**src/rtl/instr_register_pkg.sv**
```systemverilog
// -----------------------------------------------------------------------------
// instr_register_pkg
// Shared types for the instruction register and its write/read scheduler.
//   opcode_t       : instruction opcode
//   operand_t      : signed 32-bit operand
//   address_t      : instruction-register address (sets the maximum depth)
//   instruction_t  : opcode plus both operands, as held in one entry
//   irs_state_t    : scheduler FSM state (INIT while the register is held in
//                    reset, RUN once traffic may flow)
// -----------------------------------------------------------------------------
package instr_register_pkg;

   typedef enum logic [3:0] {
      ZERO,
      PASSA,
      PASSB,
      ADD,
      SUB,
      MULT,
      DIV,
      MOD
   } opcode_t;

   typedef logic signed [31:0] operand_t;

   typedef logic [4:0] address_t;

   typedef struct packed {
      opcode_t  opc;
      operand_t op_a;
      operand_t op_b;
   } instruction_t;

   typedef enum logic {
      INIT,
      RUN
   } irs_state_t;

   // The largest register the address type can reach; also the default depth.
   localparam int IRS_MAX_DEPTH = 2 ** $bits(address_t);

   // Advance an address, wrapping to zero after depth-1 so that depths smaller
   // than the address range still behave as a circular buffer.
   function automatic address_t irsNextAddr(input address_t addr, input int unsigned depth);
      if (addr == address_t'(depth - 1)) begin
         return '0;
      end
      return addr + 1'b1;
   endfunction

endpackage

```
**src/rtl/instr_reg_scheduler_arbiter.sv**
```systemverilog
// -----------------------------------------------------------------------------
// irs_arbiter
// Two-way write-port arbiter for the instruction-register scheduler.
// Ports:
//   clk      in   clock, posedge
//   reset    in   synchronous active-high reset (priority returns to req 0)
//   valid_i  in   [1:0] per-requester request
//   enable_i in   grant is allowed this cycle (RUN and not full)
//   grant_o  out  [1:0] one-hot grant, all-zero when enable_i is low
// Build option:
//   IRS_ROUND_ROBIN_EN  defined   -> priority passes to the other requester
//                                   after every accept
//                       undefined -> requester 0 always holds priority
// -----------------------------------------------------------------------------
module irs_arbiter (
   input  logic       clk,
   input  logic       reset,
   input  logic [1:0] valid_i,
   input  logic       enable_i,
   output logic [1:0] grant_o
);

   logic prio_q;
   logic prio_d;
   logic sel;

   // A lone requester wins outright; with both or neither valid the priority
   // holder is selected, so exactly one grant bit is high whenever enabled.
   always_comb begin
      sel = prio_q;
      if (valid_i == 2'b01) begin
         sel = 1'b0;
      end else if (valid_i == 2'b10) begin
         sel = 1'b1;
      end
      grant_o = 2'b00;
      if (enable_i) begin
         grant_o = sel ? 2'b10 : 2'b01;
      end
   end

   // Priority update. In fixed-priority builds the register is pinned to
   // requester 0, which folds away to a constant.
   always_comb begin
`ifdef IRS_ROUND_ROBIN_EN
      prio_d = prio_q;
      if (enable_i && valid_i[sel]) begin
         prio_d = ~sel;
      end
`else
      prio_d = 1'b0;
`endif
   end

   // Priority register.
   always_ff @(posedge clk) begin
      if (reset) begin
         prio_q <= 1'b0;
      end else begin
         prio_q <= prio_d;
      end
   end

endmodule

```
**src/rtl/instr_reg_scheduler.sv**
```systemverilog
// -----------------------------------------------------------------------------
// instr_reg_scheduler
// Shares the instruction register's single write port between two requesters
// and walks its read pointer as a FIFO, tracking occupancy so no unconsumed
// entry is ever overwritten.
// Parameters:
//   DEPTH        number of register entries (power of 2, <= address range)
//   INIT_CYCLES  cycles the register's reset_n is held low after reset
// Ports:
//   clk, reset                    clock and synchronous active-high reset
//   req_valid / req_ready [1:0]   per-requester handshake (valid && ready)
//   req0_* / req1_*               requester opcode and operands
//   reset_n                       active-low reset to the register
//   load_en                       one-cycle write strobe
//   opcode, operand_a, operand_b  registered write data
//   write_pointer, read_pointer   register addresses
//   rd_valid / rd_pop             read side: entry ready / consume it
//   count                         committed, unconsumed entries
// Build option: IRS_ROUND_ROBIN_EN selects round-robin arbitration inside
// irs_arbiter; default is fixed priority to requester 0.
// -----------------------------------------------------------------------------
module instr_reg_scheduler
   import instr_register_pkg::*;
#(
   parameter int DEPTH       = IRS_MAX_DEPTH,
   parameter int INIT_CYCLES = 2
) (
   input  logic                   clk,
   input  logic                   reset,
   input  logic [1:0]             req_valid,
   output logic [1:0]             req_ready,
   input  opcode_t                req0_opcode,
   input  operand_t               req0_operand_a,
   input  operand_t               req0_operand_b,
   input  opcode_t                req1_opcode,
   input  operand_t               req1_operand_a,
   input  operand_t               req1_operand_b,
   output logic                   reset_n,
   output logic                   load_en,
   output opcode_t                opcode,
   output operand_t               operand_a,
   output operand_t               operand_b,
   output address_t               write_pointer,
   output address_t               read_pointer,
   output logic                   rd_valid,
   input  logic                   rd_pop,
   output logic [$clog2(DEPTH):0] count
);

   localparam int CW  = $clog2(DEPTH) + 1;
   localparam int ICW = (INIT_CYCLES > 1) ? $clog2(INIT_CYCLES) : 1;

   irs_state_t   state_q;
   logic [ICW-1:0] initCnt_q;

   logic         loadEn_q,       loadEn_d;
   address_t     writePointer_q, writePointer_d;
   address_t     wrAddr_q,       wrAddr_d;
   address_t     rdPtr_q,        rdPtr_d;
   logic [CW-1:0] count_q,       count_d;
   instruction_t instr_q,        instr_d;

   logic [CW-1:0] occ;
   logic          full;
   logic          grantEnable;
   logic          accept;
   logic          rdValid;
   logic          pop;

   // Start-up sequencer: hold the register in reset for INIT_CYCLES cycles,
   // then open the write port for good until the next reset.
   always_ff @(posedge clk) begin
      if (reset) begin
         state_q   <= INIT;
         initCnt_q <= '0;
      end else if (state_q == INIT) begin
         if (initCnt_q == ICW'(INIT_CYCLES - 1)) begin
            state_q <= RUN;
         end else begin
            initCnt_q <= initCnt_q + 1'b1;
         end
      end
   end

   // A write still in flight already owns its slot, so it counts toward
   // occupancy; otherwise a grant could be issued one entry too many.
   always_comb begin
      occ         = count_q + CW'(loadEn_q);
      full        = (occ == CW'(DEPTH));
      grantEnable = (state_q == RUN) && !full;
   end

   irs_arbiter u_arbiter (
      .clk      (clk),
      .reset    (reset),
      .valid_i  (req_valid),
      .enable_i (grantEnable),
      .grant_o  (req_ready)
   );

   // Handshake and read-side qualifiers. A pop of an empty FIFO is masked so
   // the read pointer and count can never underflow.
   always_comb begin
      accept  = |(req_valid & req_ready);
      rdValid = (state_q == RUN) && (count_q != '0);
      pop     = rd_pop && rdValid;
   end

   // Next-state for the datapath: accept latches data and reserves the next
   // write address; a completed load_en commits; a pop frees the head entry.
   always_comb begin
      loadEn_d       = 1'b0;
      writePointer_d = writePointer_q;
      wrAddr_d       = wrAddr_q;
      instr_d        = instr_q;
      rdPtr_d        = rdPtr_q;
      count_d        = count_q;

      if (accept) begin
         loadEn_d       = 1'b1;
         writePointer_d = wrAddr_q;
         wrAddr_d       = irsNextAddr(wrAddr_q, DEPTH);
         if (req_ready[1]) begin
            instr_d = '{opc: req1_opcode, op_a: req1_operand_a, op_b: req1_operand_b};
         end else begin
            instr_d = '{opc: req0_opcode, op_a: req0_operand_a, op_b: req0_operand_b};
         end
      end

      if (pop) begin
         rdPtr_d = irsNextAddr(rdPtr_q, DEPTH);
      end

      case ({loadEn_q, pop})
         2'b10:   count_d = count_q + 1'b1;
         2'b01:   count_d = count_q - 1'b1;
         default: count_d = count_q;
      endcase
   end

   // Datapath registers. Reset drops any in-flight write and clears both
   // pointers, the count and the latched data.
   always_ff @(posedge clk) begin
      if (reset) begin
         loadEn_q       <= 1'b0;
         writePointer_q <= '0;
         wrAddr_q       <= '0;
         rdPtr_q        <= '0;
         count_q        <= '0;
         instr_q        <= '0;
      end else begin
         loadEn_q       <= loadEn_d;
         writePointer_q <= writePointer_d;
         wrAddr_q       <= wrAddr_d;
         rdPtr_q        <= rdPtr_d;
         count_q        <= count_d;
         instr_q        <= instr_d;
      end
   end

   // Output mapping; everything on the write side comes straight from flops.
   always_comb begin
      reset_n       = (state_q == RUN);
      load_en       = loadEn_q;
      opcode        = instr_q.opc;
      operand_a     = instr_q.op_a;
      operand_b     = instr_q.op_b;
      write_pointer = writePointer_q;
      read_pointer  = rdPtr_q;
      rd_valid      = rdValid;
      count         = count_q;
   end

endmodule

```
**config.mk**
```make
export PLATFORM = sky130hd
export DESIGN_NAME = instr_reg_scheduler
export DESIGN_NICKNAME = d
export VERILOG_FILES = /design/src/rtl/instr_register_pkg.sv /design/src/rtl/instr_reg_scheduler_arbiter.sv /design/src/rtl/instr_reg_scheduler.sv
export SDC_FILE = /design/constraint.sdc
export NUM_CORES = 1
export LEC_CHECK = 0
export ABC_AREA = 1
export CAP_MARGIN = 20
export CORE_AREA = 8 8 110 112
export DETAILED_ROUTE_END_ITERATION = 6
export DIE_AREA = 0 0 118 120
export DONT_BUFFER_PORTS = 1
export GPL_ROUTABILITY_DRIVEN = 0
export PLACE_DENSITY = 0.68
export SYNTH_ARGS = -nofsm -noshare
export SYNTH_HDL_FRONTEND = slang
export SYNTH_SLANG_ARGS = --single-unit
```
**constraint.sdc**
```tcl
create_clock -name clk -period 3.45 [get_ports clk]
set_clock_uncertainty 0.05 [all_clocks]
set_input_delay 0.345 -clock clk [delete_from_list [all_inputs] [get_ports clk]]
set_output_delay 0.345 -clock clk [all_outputs]
set_load 0.005 [all_outputs]
```
==> flow_metrics.tcl <==
set metrics [dict create \
    synth_most_common_cell "nand2_1" \
    route.detailed.drc 0 \
    synthesis.instances 778 \
    hp-class "in -> reg" \
    start_util_pct 47.9 \
    max_slew.worst_pin.slew_ns 0.838 \
    die_w_um 118 \
    power_leakage_uw 0.00256 \
    clk_pin_slew_worst_paths_ns 0.09 \
    fin_nets 894 \
    crit_fanout 70 \
    fin_cells 886 \
    clk_latency_ns 0.36 \
    port_buffers 0 \
    drive_gt1_share_pct 4.02 \
    p_int_uw 1730 \
    netSwitchingPower_uw 785 \
    vias 4781 \
    post-cts-setup-buffer-count 0 \
    io_pins 230 \
    grt_max_degree 82 \
    dieArea_um2 14200 \
    seqPwrFrac_pct 49.9 \
    synth.distinct_cells 23 \
    placed_cell_area_um2 5020 \
    drtIter0Drc 236 \
    slew_violations 0 \
    viasPerCell 5.40 \
    power.density_nw_per_um2 478 \
    synth-edff-count 0 \
    finalCriticalPeriod_ns 3.06 \
    ant_nets 0 \
    syn_area_per_cell_um2 6.46 \
    cts_made_buffers 9 \
    ys_seq_area_share_pct 36.6 \
    clockBufferDepth 2 \
    die_y_um 120 \
    dpl.cell_count 869 \
    power.share.clock_pct 32.0 \
    arrival_ns 2.67 \
    synth_fp_nets 931 \
    track_usage_pct 19.1 \
    fin_tns_setup_ns 0 \
    post-route-period-util_pct 88.8 \
    grt-ovfl-total 0 \
    dpl.hpwl_um 10100 \
    cts.sink_count 92 \
    area_growth_syn_to_layout_pct 4.43 \
    postSynth.asyncResetShare_pct 0 \
    switching_share_pct 31.3 \
    required_ns 3.05 \
    rsz0062_at_grt "no" \
    fin_ws_ns 0.386 \
    wl_per_cell_um 16.1 \
    setup_viol 0 \
    status "finished, final reports clean" \
    n_antenna_cell 0 \
    p_comb_share_pct 18.1 \
    grt_pass1_vias 4525 \
    firstDrtPassIters 4 \
    fmax_ghz 0.326 \
    coreArea_um2 10500 \
    timing_hold_violations_final 0 \
    total_power_uw 2510 \
    max_slew_margin_pct 44.0 \
    synth_top_cells_by_count "171 x nand2_1, 167 x inv_1, 92 x dfxtp_1" \
    synth_top_cell_area_share_pct 36.6 \
    ys_ff_latch 92 \
    drt-total-wl_um 14300 \
    h-tree-depth 3 \
    yosys_most_used_dff "dfxtp_1" \
    cts_resized 0 \
    rows 38 \
    preCtsSetupSlack_ns 0.793 \
    final_area_um2 5250 \
    root_buffer "clkbuf_8" \
    synth_area_leader_cell "dfxtp_1" \
    cts_tree "yes" \
    antenna_found_initial 0 \
    peakVddDrop_mv 0.194 \
    cp-start-kind "flip-flop" \
    timing_worst_setup_path_type "reg -> out" \
    synth.area.top_cells "dfxtp_1 37%, nand2_1 13%, inv_1 12%" \
    syn_area_um2 5030 \
    grt_pass1_wl_um 22200 \
    drv_cap 0 \
    end_kind "output pin" \
    yosys_warnings 0 \
]
==> what timing repair did <==
item	CTS	global route
endpoints found under the setup margin	0	0
endpoints found under the hold margin	14	0
hold buffers	1	0
==> through the flow <==
step,hold WS [ns],utilization (%)
after global placement,0.374,47.8
final,0.0859,50.0
after detailed placement,0.374,47.8
after CTS,0.0648,50.0
after floorplan,0.376,-
after global routing,0.0600,50.0
==> state kept, by name (all words and copies together), names as in the netlist <==
register       cells
reset_n            1
opcode             4
wrAddr_q           5
write_pointer      5
load_en            1
operand_a         32
initCnt_q          1
read_pointer       5
count              6
operand_b         32
==> cell families after synthesis <==
| kind of cell | share of synthesized area [%] |
|---|---|
| simple gates | 31.3 |
| buf+inv | 17.6 |
| compound gates | 10.5 |
| flops | 36.6 |
| fa+ha+maj | 3.14 |
| xor+xnor | 0.871 |
==> cells in the final DEF, fill, tap and decap left out, drive strengths merged, types with 6 or more instances in the layout <==
cell,synthesis,layout
ha,11,11
nand4,70,70
inv,168,170
nor3,6,6
clkbuf,27,9
o21ai,14,14
nand3,76,76
buf,29,7
dfxtp,92,92
nor2,16,16
nand2,171,171
a21oi,90,90
==> worst max-delay path, stage by stage, from the launching register on <==
cell and delay, ns:
dfxtp_1 0.48, ha_1 0.25, ha_1 0.24, nor2_1 0.08
nand2_1 0.06, nor2_1 0.12, nand3_2 0.09, buf_4 0.36
nand3_2 0.15, buf_4 0.34, inv_1 0.11
==> layer usage <==
metal  track usage [%]  up-vias  wire [µm]
li1                  -     2393          -
met1              20.6     2186       5780
met2              33.4      183       6910
met3              7.05       19       1280
met4              7.37        0        297
met5                 0        -          0
==> cell type report <==
class                   instances  area, µm²
clock buffers                   9        124
flip-flops and latches         92       1840
repair buffers                  8       75.1
multi-input cells             462       2310
fillers                      1082       5260
well taps                     140        175
inverters                     168        631
clock inverters                 7       96.3
==> power by group through the flow <==
stage | logic (µW) | clock network, µW | registers [µW]
6_report | 454 | 804 | 1250
3_3_place_gp | 429 | 0 | 1280
3_5_place_dp | 447 | 0 | 1280
2_1_floorplan | 393 | 0 | 1240
5_1_grt | 519 | 870 | 1270
4_1_cts | 454 | 827 | 1260
==> path summary, 6_finish.rpt <==
kind | start | to | slack (ns) | cells past startpoint
worst min register to register | initCnt_q | initCnt_q | 0.40 | 2
worst max-delay path | count[0] | req_ready[1] | 0.39 | 10
worst min-delay path | reset | operand_a[3] | 0.09 | 3
worst max register to register | count[1] | count[4] | 0.80 | 13
No activity file was read; power rests on OpenSTA's default activity.
